[config.mk]
export PLATFORM = sky130hd
export DESIGN_NAME = multicycle_core
export DESIGN_NICKNAME = d
export VERILOG_FILES = /design/src/rtl/multicycle_core.sv
export SDC_FILE = /design/constraint.sdc
export NUM_CORES = 1
export LEC_CHECK = 0
export ABC_AREA = 1
export CAP_MARGIN = 25
export CORE_MARGIN = 2
export CORE_UTILIZATION = 50
export DETAILED_ROUTE_END_ITERATION = 8
export PLACE_DENSITY = 0.69
export SLEW_MARGIN = 30
export SYNTH_ARGS = -nofsm -noshare
export SYNTH_HDL_FRONTEND = slang
export SYNTH_SLANG_ARGS = --single-unit
[constraint.sdc]
create_clock -name clk -period 5.2 [get_ports clk]
set_clock_uncertainty 0.05 [all_clocks]
set_input_delay 1.3 -clock clk [delete_from_list [all_inputs] [get_ports clk]]
set_output_delay 1.3 -clock clk [all_outputs]
set_load 0.02 [all_outputs]
[src/rtl/multicycle_core.sv]
// multicycle_core: multi-cycle 9-bit ISA core with handshaked instruction
// and data memories. Each instruction walks FETCH/DECODE/EXEC/[MEM]/WB;
// the all-ones J encoding parks the core in HALT until the next start.
module multicycle_core #(
  parameter int D  = 10,
  parameter int W  = 8,
  parameter int NR = 8
) (
  input  logic         clk,
  input  logic         reset,
  input  logic         start,
  output logic         done,
  output logic         imem_req,
  output logic [D-1:0] imem_addr,
  input  logic [8:0]   imem_data,
  input  logic         imem_ack,
  output logic         dmem_req,
  output logic         dmem_we,
  output logic [W-1:0] dmem_addr,
  output logic [W-1:0] dmem_wdata,
  input  logic [W-1:0] dmem_rdata,
  input  logic         dmem_ack,
  output logic [15:0]  icount
);

  typedef enum logic [2:0] {
    S_IDLE, S_FETCH, S_DECODE, S_EXEC, S_MEM, S_WB, S_HALT
  } state_t;

  typedef enum logic [2:0] {
    OP_XOR, OP_BEQ, OP_ADDI, OP_ANDI, OP_LS, OP_LD, OP_ST, OP_J
  } opcode_t;

  localparam logic [8:0] HALT_ENC = 9'h1FF;

  state_t         state, state_nxt;
  logic [D-1:0]   pc, npc, npc_c;
  logic [8:0]     ir;
  logic [W-1:0]   rf [NR];
  logic [W-1:0]   opa, opb, res, alu;

  opcode_t        op;
  logic [2:0]     ra, rb, imm3;
  logic [W-1:0]   imm_z;
  logic [D-1:0]   sext3, sext6, pc_inc;
  logic           wr_en, is_mem;

  assign op     = opcode_t'(ir[8:6]);
  assign ra     = ir[5:3];
  assign rb     = ir[2:0];
  assign imm3   = ir[2:0];
  assign imm_z  = {{(W-3){1'b0}}, imm3};
  assign sext3  = {{(D-3){ir[2]}}, ir[2:0]};
  assign sext6  = {{(D-6){ir[5]}}, ir[5:0]};
  assign pc_inc = pc + {{(D-1){1'b0}}, 1'b1};
  assign is_mem = (op == OP_LD) || (op == OP_ST);
  assign wr_en  = (op == OP_XOR) || (op == OP_ADDI) || (op == OP_ANDI) ||
                  (op == OP_LS)  || (op == OP_LD);

  // Handshake strobes and done are pure decodes of the registered state,
  // so nothing on an input can reach an output combinationally.
  assign imem_req  = (state == S_FETCH);
  assign dmem_req  = (state == S_MEM);
  assign done      = (state == S_HALT);
  assign imem_addr = pc;

  // State register
  always_ff @(posedge clk or posedge reset) begin
    if (reset) state <= S_IDLE;
    else       state <= state_nxt;
  end

  // Next-state logic; acks only matter in the state that raised the req
  always_comb begin
    state_nxt = state;
    case (state)
      S_IDLE:   if (start) state_nxt = S_FETCH;
      S_FETCH:  if (imem_ack) state_nxt = S_DECODE;
      S_DECODE: state_nxt = (ir == HALT_ENC) ? S_HALT : S_EXEC;
      S_EXEC:   state_nxt = is_mem ? S_MEM : S_WB;
      S_MEM:    if (dmem_ack) state_nxt = S_WB;
      S_WB:     state_nxt = S_FETCH;
      S_HALT:   if (start) state_nxt = S_FETCH;
      default:  state_nxt = S_IDLE;
    endcase
  end

  // ALU result and next PC from the latched operands
  always_comb begin
    alu   = opa;
    npc_c = pc_inc;
    case (op)
      OP_XOR:  alu = opa ^ opb;
      OP_BEQ:  if (opa == '0) npc_c = pc + sext3;
      OP_ADDI: alu = opa + imm_z;
      OP_ANDI: alu = opa & imm_z;
      OP_LS:   alu = opa << imm3;   // amounts >= W shift everything out
      OP_J:    npc_c = pc + sext6;
      default: ;
    endcase
  end

  // Datapath: each state owns the registers it updates
  always_ff @(posedge clk or posedge reset) begin
    if (reset) begin
      pc         <= '0;
      npc        <= '0;
      ir         <= '0;
      opa        <= '0;
      opb        <= '0;
      res        <= '0;
      icount     <= '0;
      dmem_we    <= 1'b0;
      dmem_addr  <= '0;
      dmem_wdata <= '0;
      for (int i = 0; i < NR; i++) rf[i] <= '0;
    end else begin
      case (state)
        S_IDLE, S_HALT: begin
          // registers are deliberately kept across a restart from HALT
          if (start) begin
            pc     <= '0;
            icount <= '0;
          end
        end
        S_FETCH: if (imem_ack) ir <= imem_data;
        S_DECODE: begin
          opa <= rf[ra];
          opb <= rf[rb];
        end
        S_EXEC: begin
          res        <= alu;
          npc        <= npc_c;
          // address/data/we are set up here so they are already stable
          // on the edge that raises dmem_req
          dmem_we    <= (op == OP_ST);
          dmem_addr  <= opb;
          dmem_wdata <= opa;
        end
        S_MEM: if (dmem_ack && op == OP_LD) res <= dmem_rdata;
        S_WB: begin
          if (wr_en) rf[ra] <= res;
          pc <= npc;
          if (icount != 16'hFFFF) icount <= icount + 16'd1;
        end
        default: ;
      endcase
    end
  end

endmodule

; ---- After elaboration in Yosys (flattened, before gate mapping)
; Index checks and enable logic that the tools add are counted.
; Widths: inputs -> output; s select.
[word_totals]
register_bits = 153
input_bits = 22
output_inout_bits = 46
[op_classes]
addsub = 5
n_lt_le_gt_ge = 3
n_eq_ne = 20
shifts = 1
mux = 25
bitwise_logic = 4
reduce_logical = 19
[op_table]
columns = operator, count
row1 = $bwmux 64, 1
row2 = $bmux 8 s3, 2
row3 = $mux 8, 6
row4 = $pmux 10 s2, 2
row5 = $mux 16, 2
row6 = $pmux 16 s2, 1
row7 = $pmux 8 s4, 1
row8 = $demux 8 s3, 1
row9 = $eq 3x3->1 const B, 7
row10 = $add 10x10->10, 2
row11 = $mux 10, 2
row12 = $pmux 3 s6, 1
row13 = $add 16x1->16 const B, 1
row14 = $ne 16x16->1 const B, 1
row15 = $pmux 8 s2, 1
row16 = $eq 3x2->1 const B, 4
row17 = $mux 3, 4
row18 = $add 10x1->10 const B, 1
row19 = $eq 9x9->1 const B, 1
row20 = $add 8x3->8, 1
row21 = $and 8x3->8, 1
row22 = $ge 4x4->1 const B, 2
row23 = $logic_not 8->1, 1
row24 = $ne 2x1->1 const B, 4
row25 = 14 further kinds, 27

; ---- Longest topological paths before layout
; Gate-level depths: netlist of run 1.
[depth]
ltp_word = 6
mapped_depth = 14

; ---- Least setup slack after synthesis of run 1
; OpenSTA, ideal clock, no wires.
[synth_path]
kind = reg-to-output
from = register state[1]
to = output port dmem_req
t_arrival_ns = 0.842
path_slack_ns = 3.008
stages_incl_launch_ff = 4
path_buffers = 0
cell_sequence = dfrtp_1 > inv_1 > nand2_1 > nor2_2
[synth_between]
elab_chain_len = 1
[synth_lines]
columns = element, line
row1 = from (decl), 36  ; state_t state, state_nxt;
row2 = from (signal assigned), 70  ; else state <= state_nxt;
row3 = $eq 3x3->1, 63  ; assign dmem_req = (state == S_MEM);
row4 = to (decl), 17  ; output logic dmem_req,
; No other way between the ends.

; ---- Worst setup path in the final report of run 1
; Same ends and word-level chain as after synthesis.

==> impl_metrics.csv, run 1 <==
group,metric,value,unit
synth,synth_edf_count,0,
global_routing,grt_pass1_wl,43230,um
cells_and_area,drive_gt1_share,4.411,%
drt,dr.pass1.iters,8,
placement,numPortBuffers,67,
placement,dp.cells,1511,
synth,yosysWarnings,0,
cts,htreeDepth,4,
cts,clockBufferDepth,2,
worst_setup_path,cp-end-kind,"output port",
synth,syn_inst,1246,
worst_setup_path,setup.worst_path.start,"state[1]",
synth,ys_seq_elements,153,
floorplanning,core_area,17900,sq um
drt,drt_iter0_markers,915,
drt,antenna_left,0,
sta,grt_setup_unrepaired,"false",
cts,clock_latency,430,ps
global_routing,grt_usage,28.03,%
global_routing,grt_max_degree,91,
floorplanning,initial_core_util,50.73,%
pwr,p_per_area,615.2,nW/um^2
cts,tritoncts,"yes",
floorplanning,die_height,138.8,um
synth,synth_most_common_cell,"nand2_1",
synth,syn_avg_cell_area,7.288,sq um
global_routing,antenna_found_initial,0,
floorplanning,ios,68,
sta,period_needed,3384,ps
cts,clock-sinks,153,
synth,syn-num-nets,1291,
cts,clkSlewWorstSetupHoldPaths,60,ps
sta,fin_ws,1816,ps
drt,post_drt_wl_per_cell,17.26,um
floorplanning,dieArea,19260,sq um
cts,clockRootBuffer,"clkbuf_16",
outcome,outcome,"completed",
pwr,vdd_ir_drop_max,0.3756,mV
drt,drt_wl_total,26650,um
sta,relSlewSlack,40.27,%
synth,synthTopCellsByCount,"nand2_1 (301), o21ai_0 (181), dfrtp_1 (153)",
min_path,worstHoldStart,"npc[2]",
synth,synth_ff_type,"dfrtp_1",
synth,ys_seq_area_share,42.16,%
cts,cts_buffers,17,
cts,cts_resized,0,
worst_setup_path,arrival,2030,ps
synth,ys_async_sr_fraction,100.0,%
cts,ctsHoldBuffers,0,
synth,syn_area,9081,sq um
worst_setup_path,path_max_fanout,8,
floorplanning,core.rowCount,49,
placement,dp_hpwl,18810,um
synth,yosysTopAreaCell,"dfrtp_1",
floorplanning,die_w,138.8,um
placement,pre_cts_ws,2002,ps
cts,post_cts_buffers,0,
cells_and_area,fin_nets,1347,
cells_and_area,finalNonFillerCells,1544,
sta,fmax,295.5,MHz
global_routing,grt_pass1_vias,8381,
sta,timing.hold.ws,434.5,ps
synth,ys_top_cells_by_area,"dfrtp_1 (42%), nand2_1 (12%), o21ai_0 (10%), inv_1 (6.0%), nand3_1 (5.5%)",
sta,tightest_slew,891.2,ps
worst_setup_path,critical_path_class,"flip-flop to output port",
worst_setup_path,slowest_delay,690,ps
synth,ys_types,39,
worst_setup_path,crit_slowest_cell,"clkdlybuf4s50_1",
worst_setup_path,crit_required,3850,ps
worst_setup_path,r2r_setup_slack,2250,ps
sta,hold_viol_final,0,
worst_setup_path,worstPathCellList,"inv_1 > nand2_1 > nor2_2 > clkdlybuf4s50_1",
min_path,hp-class,"flip-flop to flip-flop",
global_routing,grt_overflow,0,
cells_and_area,num_antenna_cells,0,
placement,gp_congestion,0.9763,
synth,synth_top_area_share,42.16,%
worst_setup_path,cp-start-kind,"flip-flop",
drt,drc,0,
pwr,p_leak,4.804,nW
sta,drv_slew,0,
sta,final-setup-viol-count,0,
worst_setup_path,r2r-start,"state[1]",
run,max-cap-violations,0,
sta,period_share,65.07,%
drt,via_per_inst,5.734,
sta,finalSetupTns,0,ps
cells_and_area,syn_to_final_growth,16.04,%
drt,via_count,8854,
==> area by class of cell <==
type                            count  area, sq um
Clock buffer                       20        466.7
Multi-Input combinational cell    904         4484
Timing Repair Buffer               77        770.7
Sequential cell                   153         3829
Tap cell                          229        286.5
Fill cell                        1713         7365
Clock inverter                     12        137.6
Inverter                          149        563.0
==> power by group <==
| group | total (mW) | internal [mW] | leakage (nW) | switching [mW] |
|---|---|---|---|---|
| sequential | 2.00 | 1.59 | 2.01 | 0.410 |
| combinational | 3.21 | 1.09 | 2.50 | 2.12 |
| clock | 1.27 | 0.752 | 0.299 | 0.521 |
| total | 6.48 | 3.44 | 4.80 | 3.05 |
==> path summary, 6_finish.rpt <==
check                               end  depth (start not counted)
min                        imem_addr[2]                          2
max                            dmem_req                          4
min reg2reg                imem_addr[2]                          2
max in group asynchronous  imem_addr[7]                          4
max reg2reg                   icount[4]                          7
min in group asynchronous         ir[1]                          2
==> logic make-up after synthesis <==
logic type                 after synthesis  synth area share, %
adders and majority gates               23                3.334
DFF                                    153                42.16
AOI/OAI and AO/OA                      304                18.68
buffers and inverters                  189                8.460
and+or+nand+nor                        562                25.92
xor gates and xnor gates                15                1.447
==> metal layers <==
| layer | track usage (%) | vias to the layer above | part of all wire (%) |
|---|---|---|---|
| met5 | 0 | - | 0 |
| met4 | 9.835 | 0 | 2.8 |
| met3 | 4.938 | 64 | 7.1 |
| met2 | 47.39 | 379 | 48 |
| met1 | 36.50 | 4145 | 42 |
| li1 | - | 4266 | - |
==> sequential cells by signal, indices dropped and copies added (netlist names), 9 cells and up <==
| signal | flops |
|---|---|
| ir | 9 |
| npc | 10 |
| imem_addr | 10 |
| icount | 16 |
| rf | 64 |
==> critical path, delay by kind of cell (launching register included) <==
| kind | cells | cell delay (ps) |
|---|---|---|
| buffers and inverters | 2 | 780 |
| DFF | 1 | 430 |
| and+or+nand+nor | 2 | 390 |
==> metrics by stage <==
stage	utilization (%)	instance area, sq um	power, mW
2_1_floorplan	-	9085	4.146
3_3_place_gp	55.37	9913	5.103
3_5_place_dp	55.37	9913	5.157
4_1_cts	58.75	10520	6.443
5_1_grt	58.86	10540	6.987
6_report	58.86	10540	6.482
==> layout by cell type (no fill, tap or decap), types with 2 or more instances in the layout <==
master	count
nand2_1	301
o21ai_0	181
dfrtp_1	153
inv_1	143
nor2_1	118
nand3_1	99
clkdlybuf4s50_1	67
a21oi_1	53
ha_1	21
nand4_1	19
o22ai_1	17
clkbuf_16	17
xor2_1	11
nor3_1	10
a221oi_1	10
o211ai_1	9
buf_4	8
a31oi_1	7
a22oi_1	7
or2_2	7
o21a_1	6
clkinv_1	4
xnor2_1	4
a211oi_1	4
nand3b_1	3
clkbuf_8	3
clkinv_2	3
inv_6	3
nor2_2	2
o21bai_1	2
o221ai_1	2
a22o_1	2
clkinvlp_4	2
fa_1	2
bufinv_16	2
clkinv_4	2
buf_12	2
Power figures use the tool's default switching activity.
==> run 2: changes to the inputs <==
==> constraint.sdc (replaced) <==
create_clock -name clk -period 2.85 [get_ports clk]
set_clock_uncertainty 0.05 [all_clocks]
set_input_delay 0.7125 -clock clk [delete_from_list [all_inputs] [get_ports clk]]
set_output_delay 0.7125 -clock clk [all_outputs]
set_load 0.02 [all_outputs]
==> run 2 against run 1 <==
  * Core utilization is 0.74 points higher
  * Sequential share of layout area is 0.45 points lower
  * Die area stayed put
  * Non-clock buffer count is 18 higher
  * Critical path type unchanged
  * Critical endpoint is now imem_req
  * Worst hold slack worse by 8.2 ps
  * Global-route usage is 1.1 points higher
  * Routed wire length is 3.0% higher
  * Sequential power is 82% higher
==> impl_metrics.csv, run 2 (synthesized netlist as in run 1, its figures left out) <==
group,metric,value,unit
cts,htreeDepth,4,
floorplanning,core.rowCount,49,
sta,final-setup-viol-count,0,
floorplanning,core_area,17900,sq um
placement,placed_cell_area,10070,sq um
cells_and_area,largest_reg_flops,64,
cts,tritoncts,"yes",
worst_setup_path,critical_path_class,"flip-flop to output port",
pwr,p_leak,4.887,nW
cells_and_area,regArea,3829,sq um
sta,period_share,92.09,%
drt,drc,0,
cells_and_area,syn_to_final_growth,17.50,%
cells_and_area,final_common_cell,"nand2_1",
cells_and_area,regMostFlops,"rf",
cells_and_area,multi_input_area,4484,sq um
cts,clockBufferDepth,2,
cells_and_area,drive_gt1_share,5.701,%
cts,cts_buffers,17,
placement,dp_hpwl,19430,um
global_routing,grt_pass1_vias,8430,
worst_setup_path,cp-start-kind,"flip-flop",
cells_and_area,final_area,10670,sq um
placement,gp_congestion,0.9558,
drt,dr.pass1.iters,6,
pwr,switching_share,47.19,%
cells_and_area,fin_nets,1365,
cts,ctsHoldBuffers,0,
drt,antenna_left,0,
pwr,p_comb_share,50.7,%
cts,clock-sinks,153,
drt,via_per_inst,5.757,
sta,fmax,381.0,MHz
cells_and_area,reg_top3,"rf: 64 flops, icount: 16 flops",
sta,relSlewSlack,51.00,%
global_routing,antenna_found_initial,0,
floorplanning,die_height,138.8,um
cts,clockRootBuffer,"clkbuf_16",
cells_and_area,num_antenna_cells,0,
worst_setup_path,cp-end-kind,"output port",
pwr,p_int,6.370,mW
worst_setup_path,path_max_fanout,5,
pwr,p_per_area,1130,nW/um^2
floorplanning,dieArea,19260,sq um
cts,cts_resized,0,
global_routing,grt_usage,29.15,%
placement,numPortBuffers,67,
floorplanning,initial_core_util,50.73,%
cells_and_area,fillers,1683,
worst_setup_path,crit_required,2090,ps
pwr,vdd_ir_drop_max,0.6473,mV
cts,clock_latency,430,ps
outcome,outcome,"completed",
drt,drt_wl_total,27460,um
sta,period_needed,2624,ps
global_routing,grt_max_degree,81,
cells_and_area,layout_common_cells,"nand2_1 (301), o21ai_0 (181), dfrtp_1 (153), inv_1 (143), nor2_1 (118)",
sta,finalSetupTns,0,ps
cts,post_cts_buffers,0,
pwr,pwr-share-seq,30.2,%
sta,grt_setup_unrepaired,"false",
min_path,hp-class,"flip-flop to flip-flop",
worst_setup_path,arrival,1860,ps
pwr,p_total,12.06,mW
drt,via_count,8993,
sta,hold_viol_final,0,
sta,timing.hold.ws,426.3,ps
global_routing,grt_overflow,0,
run,max-cap-violations,0,
cts,clkSlewWorstSetupHoldPaths,60,ps
sta,tightest_slew,734.1,ps
pwr,clockPowerShare,19.2,%
global_routing,grt_pass1_wl,44880,um
drt,post_drt_wl_per_cell,17.58,um
floorplanning,die_w,138.8,um
drt,drt_iter0_markers,959,
pwr,p_switching,5.692,mW
floorplanning,ios,68,
sta,drv_slew,0,
run 2: cell types whose count changed in the layout (fill, tap and decap cells not counted):
cell	delta
clkinvlp_4	+1
inv_8	+2
buf_4	+18
clkinv_2	-1
clkbuf_8	-2
run 2: stage by stage:
step | std cells | setup WS (ps) | utilization, %
final | 1562 | 225.5 | 59.60
after global routing | 1562 | 150.7 | 59.60
after CTS | 1562 | 216.1 | 59.60
after detailed placement | 1530 | 476.3 | 56.24
after global placement | 1530 | 507.0 | 56.24
after floorplan | 1246 | 156.6 | -
run 2: power by group through the flow:
| stage | Combinational (mW) | Clock [mW] | Sequential [mW] |
|---|---|---|---|
| floorplan | 3.93 | 0 | 3.63 |
| global placement | 5.90 | 0 | 3.63 |
| detailed placement | 5.99 | 0 | 3.65 |
| CTS | 6.04 | 2.34 | 3.62 |
| global route | 6.82 | 2.43 | 3.72 |
| finish | 6.11 | 2.31 | 3.64 |
run 2: layout make-up:
class	instances	area share [%]
Clock inverter	14	1.524
Timing Repair Buffer	95	8.490
Clock buffer	18	4.116
Tap cell	229	2.685
Sequential cell	153	35.88
Inverter	149	5.277
Multi-Input combinational cell	904	42.03
run 2: final timing paths:
kind                              startpoint        end  slack (ps)  cells past startpoint
worst max register to register  imem_addr[0]     npc[8]         410                     14
max in group asynchronous              reset  icount[3]        1650                      3
worst min-delay path                  res[7]     res[7]         430                      2
min in group asynchronous              reset     rf[19]         720                      3
worst max-delay path                state[1]   imem_req         230                      4
worst min register to register        res[7]     res[7]         430                      2
run 2: metal layers:
metal / vias to the layer above / part of all wire [%] / track usage [%]
met5: - / 0 / 0
met4: 0 / 2.0 / 8.559
met3: 42 / 6.7 / 4.144
met2: 364 / 48 / 48.79
met1: 4289 / 43 / 39.74
li1: 4298 / - / -
run 2: worst max-delay path, cell delays in order (launching register included):
cell and delay, ps:
dfrtp_1 430, nor2_1 180, nand2_1 90, inv_1 120
clkdlybuf4s50_1 620
==> run 3: changes to the inputs <==
--- a/config.mk
+++ b/config.mk
@@ -11,6 +11,7 @@
 export CORE_UTILIZATION = 50
 export DETAILED_ROUTE_END_ITERATION = 8
 export PLACE_DENSITY = 0.69
+export REMOVE_ABC_BUFFERS = 1
 export SLEW_MARGIN = 30
 export SYNTH_ARGS = -nofsm -noshare
 export SYNTH_HDL_FRONTEND = slang
==> run 3 against run 2 <==
  * Clock power fell by 5%
  * First-iteration DRC count fell by 6.0%
  * Non-clock buffer count did not move
  * Power fell by 1.4%
  * Register-to-register slack improved by 50 ps
  * Combinational power fell by 1%
  * Worst hold slack improved by 5.8 ps
  * Maximum frequency rose by 1.1%
  * Setup slack improved by 28 ps
  * Flip-flop and latch count did not move
==> impl_metrics.csv, run 3 (synthesized netlist as in run 1, its figures left out) <==
group,metric,value,unit
cells_and_area,regMostFlops,"rf",
sta,finalSetupTns,0,ps
cells_and_area,reg_top3,"rf: 64 flops, icount: 16 flops",
sta,period_needed,2596,ps
sta,period_share,91.10,%
min_path,hp-class,"flip-flop to flip-flop",
min_path,worstHoldStart,"dmem_addr[7]",
drt,drt_iter0_markers,901,
worst_setup_path,cp-end-kind,"output port",
floorplanning,die_w,138.8,um
cells_and_area,syn_to_final_growth,17.29,%
sta,hold_viol_final,0,
placement,pre_cts_ws,521.8,ps
sta,final-setup-viol-count,0,
floorplanning,core.rowCount,49,
global_routing,grt_usage,28.44,%
worst_setup_path,path_max_fanout,5,
cts,htreeDepth,4,
floorplanning,core_area,17900,sq um
global_routing,grt_pass1_vias,8461,
run,max-cap-violations,0,
worst_setup_path,cp-start-kind,"flip-flop",
cells_and_area,final_area,10650,sq um
cts,clock-sinks,153,
cts,post_cts_buffers,0,
cells_and_area,fin_nets,1365,
cts,tritoncts,"yes",
worst_setup_path,arrival,1830,ps
cells_and_area,drive_gt1_share,5.409,%
sta,fin_ws,253.8,ps
floorplanning,die_height,138.8,um
cts,clkSlewWorstSetupHoldPaths,60,ps
global_routing,grt_max_degree,51,
placement,dp.cells,1530,
cells_and_area,finalCoreUtilization,59.50,%
worst_setup_path,r2r-start,"ir[0]",
cells_and_area,num_antenna_cells,0,
floorplanning,initial_core_util,50.73,%
cts,clockRootBuffer,"clkbuf_16",
global_routing,antenna_found_initial,0,
drt,via_per_inst,5.712,
cts,clock_latency,430,ps
global_routing,grt_pass1_wl,44230,um
cts,ctsHoldBuffers,0,
cts,cts_buffers,17,
cells_and_area,layout_common_cells,"nand2_1 (301), o21ai_0 (181), dfrtp_1 (153), inv_1 (143), nor2_1 (118)",
pwr,vdd_ir_drop_max,0.6100,mV
cts,cts_resized,0,
sta,drv_slew,0,
drt,drt_wl_total,27220,um
drt,post_drt_wl_per_cell,17.45,um
cts,clockBufferDepth,2,
outcome,outcome,"completed",
placement,numPortBuffers,67,
drt,dr.pass1.iters,6,
drt,via_count,8910,
pwr,p_leak,4.874,nW
worst_setup_path,crit_required,2090,ps
cells_and_area,finalNonFillerCells,1560,
drt,drc,0,
placement,dp_hpwl,19710,um
cells_and_area,fillers,1667,
placement,gp_congestion,0.9854,
pwr,p_per_area,1116,nW/um^2
global_routing,grt_overflow,0,
placement,placed_cell_area,10090,sq um
drt,antenna_left,0,
sta,relSlewSlack,57.06,%
cells_and_area,final_common_cell,"nand2_1",
floorplanning,ios,68,
sta,grt_setup_unrepaired,"false",
floorplanning,dieArea,19260,sq um
sta,fmax,385.2,MHz
sta,tightest_slew,642.6,ps
worst_setup_path,setup.worst_path.start,"state[1]",
cells_and_area,largest_reg_flops,64,
worst_setup_path,critical_path_class,"flip-flop to output port",
==> run 3: changes by cell type in the layout (fill, tap and decap cells not counted) <==
cell,previous run,this run
buf_4,26,24
buf_12,2,4
clkbuf_1,0,2
inv_8,3,0
clkinv_4,2,1
clkinv_2,2,3
clkbuf_8,1,0
==> run 3: final timing paths <==
check                                to  slack, ps  cells after the start
max reg2reg                      res[2]        460                      8
max in group asynchronous        rf[44]       1430                      3
min in group asynchronous        rf[59]        670                      2
max                            imem_req        250                      4
min reg2reg                dmem_addr[7]        430                      2
min                        dmem_addr[7]        430                      2
==> run 3: cell type report <==
type                            instances  area, sq um  share of cell area (%)
Inverter                              149        564.3                   5.298
Clock inverter                         11        123.9                   1.163
Multi-Input combinational cell        904         4484                   42.10
Clock buffer                           19        432.9                   4.064
Timing Repair Buffer                   95        930.9                   8.740
Tap cell                              229        286.5                   2.690
Sequential cell                       153         3829                   35.94
==> run 3: per-layer routing <==
| layer | global-route usage (%) | up-vias | part of all wire (%) |
|---|---|---|---|
| li1 | - | 4305 | - |
| met1 | 39.12 | 4154 | 44 |
| met2 | 46.46 | 389 | 47 |
| met3 | 4.593 | 62 | 6.9 |
| met4 | 9.091 | 0 | 2.6 |
| met5 | 0 | - | 0 |
==> run 3: worst max-delay path, stage by stage (launching register included) <==
cell and delay [ps]:
dfrtp_1 430, nor2_1 180, nand2_1 90, inv_1 110, clkdlybuf4s50_1 610
==> run 3: report_power, final <==
| group | internal [mW] | switching (mW) | leakage (nW) |
|---|---|---|---|
| logic | 2.12 | 3.93 | 2.60 |
| clock network | 1.28 | 0.915 | 0.265 |
| registers | 2.91 | 0.747 | 2.01 |
==> run 3: metrics by stage <==
| stage | power, mW | hold WS [ps] |
|---|---|---|
| finish | 11.89 | 432.2 |
| detailed placement | 9.588 | 421.8 |
| global route | 12.81 | 458.1 |
| floorplan | 7.443 | 394.6 |
| CTS | 11.82 | 437.3 |
| global placement | 9.500 | 415.6 |
